--- src/rtl/debug_dump_pkg.sv ---
// Shared constants and helpers for the debug register dumper.
// DEBUG_DUMP_HEX_ASCII_EN selects hex-ASCII lines instead of raw bytes per register.
package debug_dump_pkg;

  // Sweep controller states
  localparam logic [2:0] ST_IDLE    = 3'd0;
  localparam logic [2:0] ST_SELECT  = 3'd1;
  localparam logic [2:0] ST_CAPTURE = 3'd2;
  localparam logic [2:0] ST_LOAD    = 3'd3;
  localparam logic [2:0] ST_WAIT    = 3'd4;
  localparam logic [2:0] ST_NEXT    = 3'd5;

  // Serialiser states
  localparam logic [1:0] TX_IDLE  = 2'd0;
  localparam logic [1:0] TX_START = 2'd1;
  localparam logic [1:0] TX_DATA  = 2'd2;
  localparam logic [1:0] TX_STOP  = 2'd3;

  localparam logic UART_START = 1'b0;
  localparam logic UART_STOP  = 1'b1;
  localparam int   DATA_BITS  = 8;

  localparam logic [7:0] ASCII_CR = 8'h0D;
  localparam logic [7:0] ASCII_LF = 8'h0A;

`ifdef DEBUG_DUMP_HEX_ASCII_EN
  localparam int FRAMES_PER_REG = 10;
  localparam int BYTE_CNT_W     = 4;
`else
  localparam int FRAMES_PER_REG = 4;
  localparam int BYTE_CNT_W     = 2;
`endif

  function automatic logic [7:0] nibble_to_hex(input logic [3:0] nib);
    if (nib < 4'd10)
      return 8'h30 + {4'h0, nib};
    else
      return 8'h37 + {4'h0, nib};
  endfunction

endpackage

--- src/rtl/debug_uart_tx.sv ---
// Byte-wide 8N1 transmitter. A load during the final stop-bit cycle chains the
// next frame with no idle gap.
module debug_uart_tx
  import debug_dump_pkg::*;
#(
  parameter int CLKS_PER_BIT = 434
) (
  input  logic       clk,
  input  logic       reset,
  input  logic       load,
  input  logic [7:0] data,
  output logic       tx,
  output logic       tx_done
);

  localparam int BAUD_W = $clog2(CLKS_PER_BIT);
  localparam logic [BAUD_W-1:0] BAUD_LAST = BAUD_W'(CLKS_PER_BIT - 1);
  localparam logic [2:0] BIT_LAST = 3'(DATA_BITS - 1);

  logic [1:0]        state_reg;
  logic [BAUD_W-1:0] baud_reg;
  logic [2:0]        bit_cnt_reg;
  logic [7:0]        shift_reg;
  logic              tx_reg;
  logic              bit_end;

  assign bit_end = (baud_reg == BAUD_LAST);
  assign tx      = tx_reg;
  assign tx_done = (state_reg == TX_STOP) && bit_end;

  always_ff @(posedge clk or posedge reset) begin
    if (reset) begin
      state_reg   <= TX_IDLE;
      baud_reg    <= '0;
      bit_cnt_reg <= '0;
      shift_reg   <= '0;
      tx_reg      <= UART_STOP;
    end else begin
      case (state_reg)
        TX_IDLE: begin
          if (load) begin
            shift_reg <= data;
            baud_reg  <= '0;
            tx_reg    <= UART_START;
            state_reg <= TX_START;
          end
        end
        TX_START: begin
          if (bit_end) begin
            baud_reg    <= '0;
            bit_cnt_reg <= '0;
            tx_reg      <= shift_reg[0];
            state_reg   <= TX_DATA;
          end else begin
            baud_reg <= baud_reg + 1'b1;
          end
        end
        TX_DATA: begin
          if (bit_end) begin
            baud_reg <= '0;
            if (bit_cnt_reg == BIT_LAST) begin
              tx_reg    <= UART_STOP;
              state_reg <= TX_STOP;
            end else begin
              bit_cnt_reg <= bit_cnt_reg + 1'b1;
              shift_reg   <= {1'b0, shift_reg[7:1]};
              tx_reg      <= shift_reg[1];
            end
          end else begin
            baud_reg <= baud_reg + 1'b1;
          end
        end
        default: begin
          if (bit_end) begin
            baud_reg <= '0;
            if (load) begin
              shift_reg <= data;
              tx_reg    <= UART_START;
              state_reg <= TX_START;
            end else begin
              state_reg <= TX_IDLE;
            end
          end else begin
            baud_reg <= baud_reg + 1'b1;
          end
        end
      endcase
    end
  end

endmodule

--- src/rtl/debug_reg_dumper.sv ---
// Sweeps the processor debug select over x0..x(NUM_REGS-1) and streams each word
// out over UART. DEBUG_DUMP_HEX_ASCII_EN sends 8 hex chars + CR LF per register.
module debug_reg_dumper
  import debug_dump_pkg::*;
#(
  parameter int CLKS_PER_BIT = 434,
  parameter int NUM_REGS     = 32
) (
  input  logic        clk,
  input  logic        reset,
  input  logic        start,
  input  logic [31:0] Debug_out,
  output logic [4:0]  Debug_source_select,
  output logic        busy,
  output logic        done,
  output logic        tx
);

  localparam int FRAME_SLOTS = 1 << BYTE_CNT_W;
  localparam logic [4:0] IDX_LAST = 5'(NUM_REGS - 1);
  localparam logic [BYTE_CNT_W-1:0] BYTE_LAST = BYTE_CNT_W'(FRAMES_PER_REG - 1);

  logic [2:0]            state_reg;
  logic [4:0]            idx_reg;
  logic [31:0]           word_reg;
  logic [BYTE_CNT_W-1:0] byte_cnt_reg;
  logic                  busy_reg;
  logic                  done_reg;

  logic                  load;
  logic [BYTE_CNT_W-1:0] byte_sel;
  logic [7:0]            load_data;
  logic                  tx_done;
  logic                  last_frame;
  logic [7:0]            frame_bytes [FRAME_SLOTS];

  // Per-frame payload of the captured word, most significant part first.
  generate
    for (genvar gi = 0; gi < FRAME_SLOTS; gi++) begin : g_frame
`ifdef DEBUG_DUMP_HEX_ASCII_EN
      if (gi < 8) begin : g_hex
        assign frame_bytes[gi] = nibble_to_hex(word_reg[31-4*gi -: 4]);
      end else if (gi == 8) begin : g_cr
        assign frame_bytes[gi] = ASCII_CR;
      end else if (gi == 9) begin : g_lf
        assign frame_bytes[gi] = ASCII_LF;
      end else begin : g_pad
        assign frame_bytes[gi] = 8'h00;
      end
`else
      assign frame_bytes[gi] = word_reg[31-8*gi -: 8];
`endif
    end
  endgenerate

  assign last_frame = (byte_cnt_reg == BYTE_LAST);

  // The first frame is launched from LOAD; later frames chain on tx_done.
  always_comb begin
    load     = 1'b0;
    byte_sel = byte_cnt_reg;
    if (state_reg == ST_LOAD) begin
      load = 1'b1;
    end else if ((state_reg == ST_WAIT) && tx_done && !last_frame) begin
      load     = 1'b1;
      byte_sel = byte_cnt_reg + 1'b1;
    end
  end

  assign load_data = frame_bytes[byte_sel];

  debug_uart_tx #(
    .CLKS_PER_BIT(CLKS_PER_BIT)
  ) u_tx (
    .clk    (clk),
    .reset  (reset),
    .load   (load),
    .data   (load_data),
    .tx     (tx),
    .tx_done(tx_done)
  );

  always_ff @(posedge clk or posedge reset) begin
    if (reset) begin
      state_reg    <= ST_IDLE;
      idx_reg      <= '0;
      word_reg     <= '0;
      byte_cnt_reg <= '0;
      busy_reg     <= 1'b0;
      done_reg     <= 1'b0;
    end else begin
      done_reg <= 1'b0;
      case (state_reg)
        ST_IDLE: begin
          // The done cycle still counts as end of sweep, so start is not taken there.
          if (start && !done_reg) begin
            busy_reg  <= 1'b1;
            idx_reg   <= '0;
            state_reg <= ST_SELECT;
          end
        end
        ST_SELECT: state_reg <= ST_CAPTURE;
        ST_CAPTURE: begin
          word_reg     <= Debug_out;
          byte_cnt_reg <= '0;
          state_reg    <= ST_LOAD;
        end
        ST_LOAD: state_reg <= ST_WAIT;
        ST_WAIT: begin
          if (tx_done) begin
            if (!last_frame) begin
              byte_cnt_reg <= byte_cnt_reg + 1'b1;
            end else if (idx_reg == IDX_LAST) begin
              state_reg <= ST_NEXT;
            end else begin
              idx_reg   <= idx_reg + 1'b1;
              state_reg <= ST_SELECT;
            end
          end
        end
        ST_NEXT: begin
          busy_reg  <= 1'b0;
          done_reg  <= 1'b1;
          state_reg <= ST_IDLE;
        end
        default: state_reg <= ST_IDLE;
      endcase
    end
  end

  assign Debug_source_select = idx_reg;
  assign busy                = busy_reg;
  assign done                = done_reg;

endmodule

--- config.mk ---
export PLATFORM = sky130hd
export DESIGN_NAME = debug_reg_dumper
export DESIGN_NICKNAME = d
export VERILOG_FILES = /design/src/rtl/debug_dump_pkg.sv /design/src/rtl/debug_uart_tx.sv /design/src/rtl/debug_reg_dumper.sv
export SDC_FILE = /design/constraint.sdc
export NUM_CORES = 1
export LEC_CHECK = 0
export CAP_MARGIN = 20
export CORE_UTILIZATION = 60
export CTS_CLUSTER_SIZE = 16
export DETAILED_ROUTE_END_ITERATION = 6
export GPL_TIMING_DRIVEN = 0
export PLACE_DENSITY = 0.85
export SETUP_SLACK_MARGIN = 0.02
export SKIP_LAST_GASP = 1
export SLEW_MARGIN = 20
export SYNTH_ARGS = -nofsm -noshare
export SYNTH_HDL_FRONTEND = slang
export SYNTH_SLANG_ARGS = --single-unit
--- constraint.sdc ---
create_clock -name clk -period 6 [get_ports clk]
set_input_delay 1.8 -clock clk [delete_from_list [all_inputs] [get_ports clk]]
set_output_delay 1.8 -clock clk [all_outputs]
set_load 0.05 [all_outputs]
==> flow_metrics.tcl <==
set metrics [dict create \
    cts-htree-levels 3 \
    floorplan.io_pins 43 \
    yosys.area.top_type_share_pct 47.41 \
    drv.max_cap_violation_count 0 \
    worst_skew_late_latency_ns 0.35 \
    reg2reg_depth 8 \
    fin_crit_ns 3.480 \
    postCtsResizedCells 0 \
    global_route_overflow 0 \
    syn-instance-count 333 \
    cp_num_buf_inv 1 \
    fraction_of_registers_with_async_set_or_reset_after_synthesis_pct 100.0 \
    crit_share_post_route_pct 58.00 \
    grt_start_max_net_pins 47 \
    clkSlewWorstSetupHoldPaths_ns 0.08 \
    worst_ir_drop_vdd_uv 165.0 \
    critical_path_at_ns 1.68 \
    dp.cells 448 \
    postCtsSetupRepairBufs 0 \
    report.final.slew_viol_count 0 \
    placement_rows 27 \
    largest_reg_flops 32 \
    port_buffers 42 \
    clkSinkCount 67 \
    drtIter0Drc 223 \
    synth.top_cells.by_area "sky130_fd_sc_hd__dfrtp_1, sky130_fd_sc_hd__mux2_2, sky130_fd_sc_hd__o21ai_0, sky130_fd_sc_hd__ha_1, sky130_fd_sc_hd__nand2_1" \
    detailedRoute.firstPassIterationCount 4 \
    synthFlopType "sky130_fd_sc_hd__dfrtp_1" \
    postCtsHoldBufs 0 \
    hold_path_end "u_tx.shift_reg[2]" \
    yosys-top-cells-count "sky130_fd_sc_hd__dfrtp_1, sky130_fd_sc_hd__mux2_2, sky130_fd_sc_hd__o21ai_0" \
    postSynthAreaPerCell_um2 10.46 \
    worst_r2r_endpoint "u_tx.shift_reg[3]" \
    maxSlewHeadroom_pct 33.24 \
    vias 2812 \
    number_of_warnings_issued_by_yosys 0 \
    grt_antenna_before_repair 0 \
    worst_stage_delay_on_the_critical_path_ns 0.79 \
    totalNegativeSetupSlack_ns 0 \
    reg2reg_slack_ns 2.87 \
    worstHoldPathType "flop to flop" \
    crit-reg2reg-launch "state_reg[1]" \
    critPathLaunchType "flop" \
    setup.worst_path.end_class "output port" \
    initial_core_util_pct 62.87 \
    post_detailed_route_count_of_antenna_violating_nets 0 \
    via_count_of_the_first_global_routing_pass 2768 \
    cts_root_buf "sky130_fd_sc_hd__clkbuf_8" \
    critical_path_peak_fanout 2 \
    worstPathCellList "clkdlybuf4s50_1" \
    postRouteWirelength_um 7723 \
    worst_clock_skew_ns 0.008283 \
    synth_sequential_area_ratio_pct 48.17 \
    grt_first_pass_wirelength_um 12970 \
    yosysMostFrequentCell "sky130_fd_sc_hd__dfrtp_1" \
    hold_slack_ns 0.5092 \
    cellLeakagePower_nw 1.727 \
    antenna_cells_inserted 0 \
    ctsLongestPathBuffers 2 \
    design.final.nets 434 \
    yosysTopAreaCell "sky130_fd_sc_hd__dfrtp_1" \
    max_slew.worst_pin.slew_ns 0.9938 \
    post-dp-hpwl_um 5203 \
    wl_per_cell_um 16.64 \
    min_delay_path_depth 2 \
    power_density_nw_per_um2 234.8 \
    synthDistinctLibCells 51 \
    die-height_um 78.20 \
    ys_ff_latch 67 \
    global_route.usage.total_pct 27.88 \
    synth-edff-count 0 \
    core_region_area_um2 5540 \
    crit_path_top_delay_cell "sky130_fd_sc_hd__clkdlybuf4s50_1" \
    design_power_total_mw 1.001 \
    cts_buffers 9 \
    layout.core_utilization_pct 76.96 \
    number_of_setup_violations_in_the_final_report 0 \
    min_from "u_tx.shift_reg[3]" \
    rsz0062_at_grt "no" \
    criticalPathCategory "flop to output port" \
    status "complete, no violations" \
    fmax_mhz 287.4 \
    die-width_um 78.20 \
    syn_area_um2 3483 \
    worst-endpoint-required_ns 4.20 \
    critical-path-top-delay-family "buffers and inverters" \
    post_route_cells_drive_above_1_share_pct 16.33 \
    final_hold_viol_count 0 \
    synth_fp_nets 380 \
    tritoncts "done" \
    number_of_vias_per_cell 6.060 \
    die_area_um2 6114 \
    gpl.final_weighted_congestion 0.8713 \
    final_cells 464 \
    drt_drc_violations_left 0 \
    syn_to_final_growth_pct 22.41 \
]
[how the worst max path moves through the flow]
| stage | endpoint | cells past startpoint | startpoint | slack (ns) |
|---|---|---|---|---|
| after floorplan | Debug_source_select[0] | 1 | reset | 2.52 |
| after global placement | frame_bytes[25] | 2 | reset | 1.43 |
| after detailed placement | Debug_source_select[3] | 6 | start | 2.28 |
| after CTS | tx | 1 | u_tx.tx | 2.51 |
| after global routing | Debug_source_select[3] | 6 | start | 2.47 |
| final | tx | 1 | u_tx.tx | 2.52 |
[kinds of logic after synthesis]
kind of cell	synth area share, %
buffers and inverters	3.125
XOR/XNOR	0.5030
flip-flops	48.17
AND/OR/NAND/NOR	13.47
AO/OA/AOI/OAI	15.73
adder cells (fa/ha/maj)	4.310
multiplexers	14.69
[metrics by stage]
| stage | worst slack [ns] | cell area (um2) |
|---|---|---|
| 2_1_floorplan | 2.519 | 3483 |
| 3_3_place_gp | 1.430 | 3994 |
| 3_5_place_dp | 2.283 | 4024 |
| 4_1_cts | 2.506 | 4264 |
| 5_1_grt | 2.471 | 4264 |
| 6_report | 2.520 | 4264 |
[placed cells by master (no fill, tap or decap), drive strengths merged, types with 3 or more instances in the layout]
cell type	n
a211oi	5
o21ai	36
nand3	5
nand2b	5
clkinv	3
ha	12
a21boi	3
bufinv	3
o221ai	6
clkbuf	23
o22ai	7
mux2i	5
mux2	37
inv	11
a21oi	7
buf	4
and3	4
nor3	4
nand2	33
nor2b	9
dfrtp	66
a2bb2oi	5
clkdlybuf4s50	42
nor2	22
[layout make-up]
class                           instances  area, um2
Buffer                                 17      67.56
Clock buffer                            9      123.9
Clock inverter                          7      116.4
Fill cell                             391       1276
Inverter                               11      43.79
Multi-Input combinational cell        238       1697
Sequential cell                        67       1678
Tap cell                               72      90.09
Timing Repair Buffer                   43      447.9
[power breakdown]
| group | total, mW | switching, mW | internal [mW] |
|---|---|---|---|
| Clock | 0.455 | 0.180 | 0.275 |
| Combinational | 0.0680 | 0.0283 | 0.0397 |
| Sequential | 0.478 | 0.0110 | 0.467 |
| Total | 1.00 | 0.219 | 0.782 |
[layer usage]
| metal | up-vias | share of wire (%) | global-route usage [%] |
|---|---|---|---|
| met4 | 0 | 2.5 | 13.70 |
| met5 | - | 0 | 0 |
| met1 | 1367 | 42 | 34.86 |
| met2 | 106 | 51 | 46.58 |
| li1 | 1316 | - | - |
| met3 | 23 | 4.8 | 5.116 |
Power figures use the tool's default switching activity.
==> RTL edit (config.mk and constraints unchanged) <==
`CLKS_PER_BIT` is set to 434 in 2 places; all go to 868.
--- a/src/rtl/debug_uart_tx.sv
+++ b/src/rtl/debug_uart_tx.sv
@@ -3,7 +3,7 @@
 module debug_uart_tx
   import debug_dump_pkg::*;
 #(
-  parameter int CLKS_PER_BIT = 434
+  parameter int CLKS_PER_BIT = 868
 ) (
   input  logic       clk,
   input  logic       reset,
--- a/src/rtl/debug_reg_dumper.sv
+++ b/src/rtl/debug_reg_dumper.sv
@@ -3,7 +3,7 @@
 module debug_reg_dumper
   import debug_dump_pkg::*;
 #(
-  parameter int CLKS_PER_BIT = 434,
+  parameter int CLKS_PER_BIT = 868,
   parameter int NUM_REGS     = 32
 ) (
   input  logic        clk,
Formal check against the unedited RTL: same outputs for any inputs over 10 cycles, from zero or initial values and one cycle with reset high; that may be too few to reach the edited logic, so the function may still have changed.
==> RTL edit against the original RTL <==
Synthesized area grew 12%; setup slack gained 0.0090 ns; design area is 8.7% higher; sequential cell count increased by 1; clock skew increased by 0.0016 ns; global-route usage rose by 0.51 points; fmax increased by 0.26%; wire length is 11% higher; critical path type unchanged.
Power is not compared: it rests on default switching activity, and its combinational part moved more than twofold at a synthesized area within 25%.
==> RTL edit: results (changes against the original RTL) <==
async_reset_ff_share_pct: 100  # unchanged
yosysSeqAreaShare_pct: 43.8  # -4.4 points
cts-htree-levels: 3  # unchanged
syn_nets: 408  # +7.4%
slew_headroom_pct: 51.5  # +18 points
path_delay_family: "buffers and inverters"
antenna_found_initial: 0  # unchanged
grt_pass1_wl_um: 14500  # +11%
synth_cell_type_count: 61  # +20%
final_nets: 462  # +6.5%
antenna_cells: 0  # unchanged
synth_commonest_cells: "67 x dfrtp_1, 45 x mux2_2, 24 x nand2_1, 24 x o21ai_0, 23 x nor2_1"
n_fill_cell: 419  # +7.2%
largest_register_ffs: 32  # unchanged
min_period_over_period_pct: 57.8  # -0.15 points
cts_setup_buffers: 0  # unchanged
status: "complete, no violations"
critPathMaxFanout: 2  # unchanged
rr_startpoint: "u_tx.state_reg[0]$_DFFE_PP0P_"
drt_wl_total_um: 8540  # +11%
place_area_mm2: 0.00443  # +10%
ff2ff_setup_slack_ns: 3.67  # +0.80 ns
hold_start: "u_tx.shift_reg[1]$_DFFE_PP0P_"
grt_pass1_vias: 3117  # +13%
synthTopCellsByArea: "dfrtp_1 43%, mux2_2 13%, ha_1 3.5%"
dr.pass1.iters: 4  # unchanged
hpwl_um: 6240  # +20%
min_to: "u_tx.shift_reg[1]$_DFFE_PP0P_"
arrival_ns: 1.67
r2r_cells: 9  # +1
grt_max_degree: 50  # +6.4%
cts.clk_slew.worst_paths_ns: 0.07
skew_ns: 0.00986  # +0.00158 ns
p_leak_nw: 1.92
vias_per_cell: 6.23  # +2.8%
drtIter0Drc: 214  # -4.0%
portBuffers: 42  # unchanged
cts_buffers: 9  # unchanged
grtUsageTotal_pct: 28.4  # +0.51 points
drive_above_1_share_pct: 22.1  # +5.8 points
hp-class: "reg -> reg"
cpMaxStageDelayCell: "clkdlybuf4s50_1"
place_congestion: 0.813  # -6.7%
[RTL edit: cell count changes in the layout (fill, tap and decap cells not counted), sizes merged, moves of 4 or more]
cell,delta
o21ai,-10
o31ai,+5
a2bb2oi,-5
clkbuf,-4
a31oi,+6
nand2b,+4
mux2i,+4
buf,+7
o221a,+5
mux2,+9
nand3,+5
nand2,-9
[RTL edit: layout make-up]
cell class              count  area share [%]
multi-input cells         262            43.9
flip-flops and latches     68            36.8
clock buffers              10            2.97
well taps                  75            2.03
clock inverters             6            1.38
repair buffers             43            9.67
plain buffers              19            2.21
inverters                  13            1.11
[RTL edit: per-layer routing]
metal	up-vias	track usage (%)	part of all wire, %
li1	1460	-	-
met1	1540	34.7	44
met2	72	48.4	51
met3	17	6.26	3.4
met4	0	11.9	2.1
met5	-	0	0
[RTL edit: power by group through the flow]
stage | sequential [mW] | combinational [mW] | clock (mW)
6_report | 0.771 | 0.849 | 0.387
5_1_grt | 0.795 | 0.936 | 0.412
4_1_cts | 0.769 | 0.850 | 0.391
3_5_place_dp | 0.775 | 0.844 | 0
3_3_place_gp | 0.765 | 0.807 | 0
2_1_floorplan | 0.759 | 0.642 | 0
[RTL edit: worst max-delay path by stage]
stage | start | end | depth (start not counted)
CTS | u_tx.tx$_DFFE_PP1P_ | tx | 1
global placement | reset | Debug_source_select[2]$_DFFE_PP0P_ | 2
detailed placement | start | Debug_source_select[3]$_DFFE_PP0P_ | 5
global route | u_tx.tx$_DFFE_PP1P_ | tx | 1
floorplan | reset | Debug_source_select[0]$_DFFE_PP0P_ | 1
finish | u_tx.tx$_DFFE_PP1P_ | tx | 1
[RTL edit: stage by stage]
step	hold slack (ns)	cells	setup WS (ns)	utilization, %
after CTS	0.524	496	2.51	76.0
after detailed placement	0.497	480	2.69	72.7
final	0.525	496	2.53	76.0
after global placement	0.494	479	1.38	72.2
after global routing	0.545	496	2.50	76.0
after floorplan	0.475	362	2.49	-
[RTL edit: cells by family after synthesis]
family / after synthesis / share of synthesized area [%]
muxes: 55 / 15.6
adders and majority gates: 11 / 3.54
buffers and inverters: 32 / 3.89
and+or+nand+nor: 110 / 17.4
AOI/OAI and AO/OA: 85 / 15.5
xor gates and xnor gates: 1 / 0.225
DFF: 68 / 43.8
[RTL edit: worst min-delay path, stage by stage, from the launching register on]
cell and delay, ns:
dfrtp_1 0.36, mux2i_1 0.08, o31ai_1 0.06
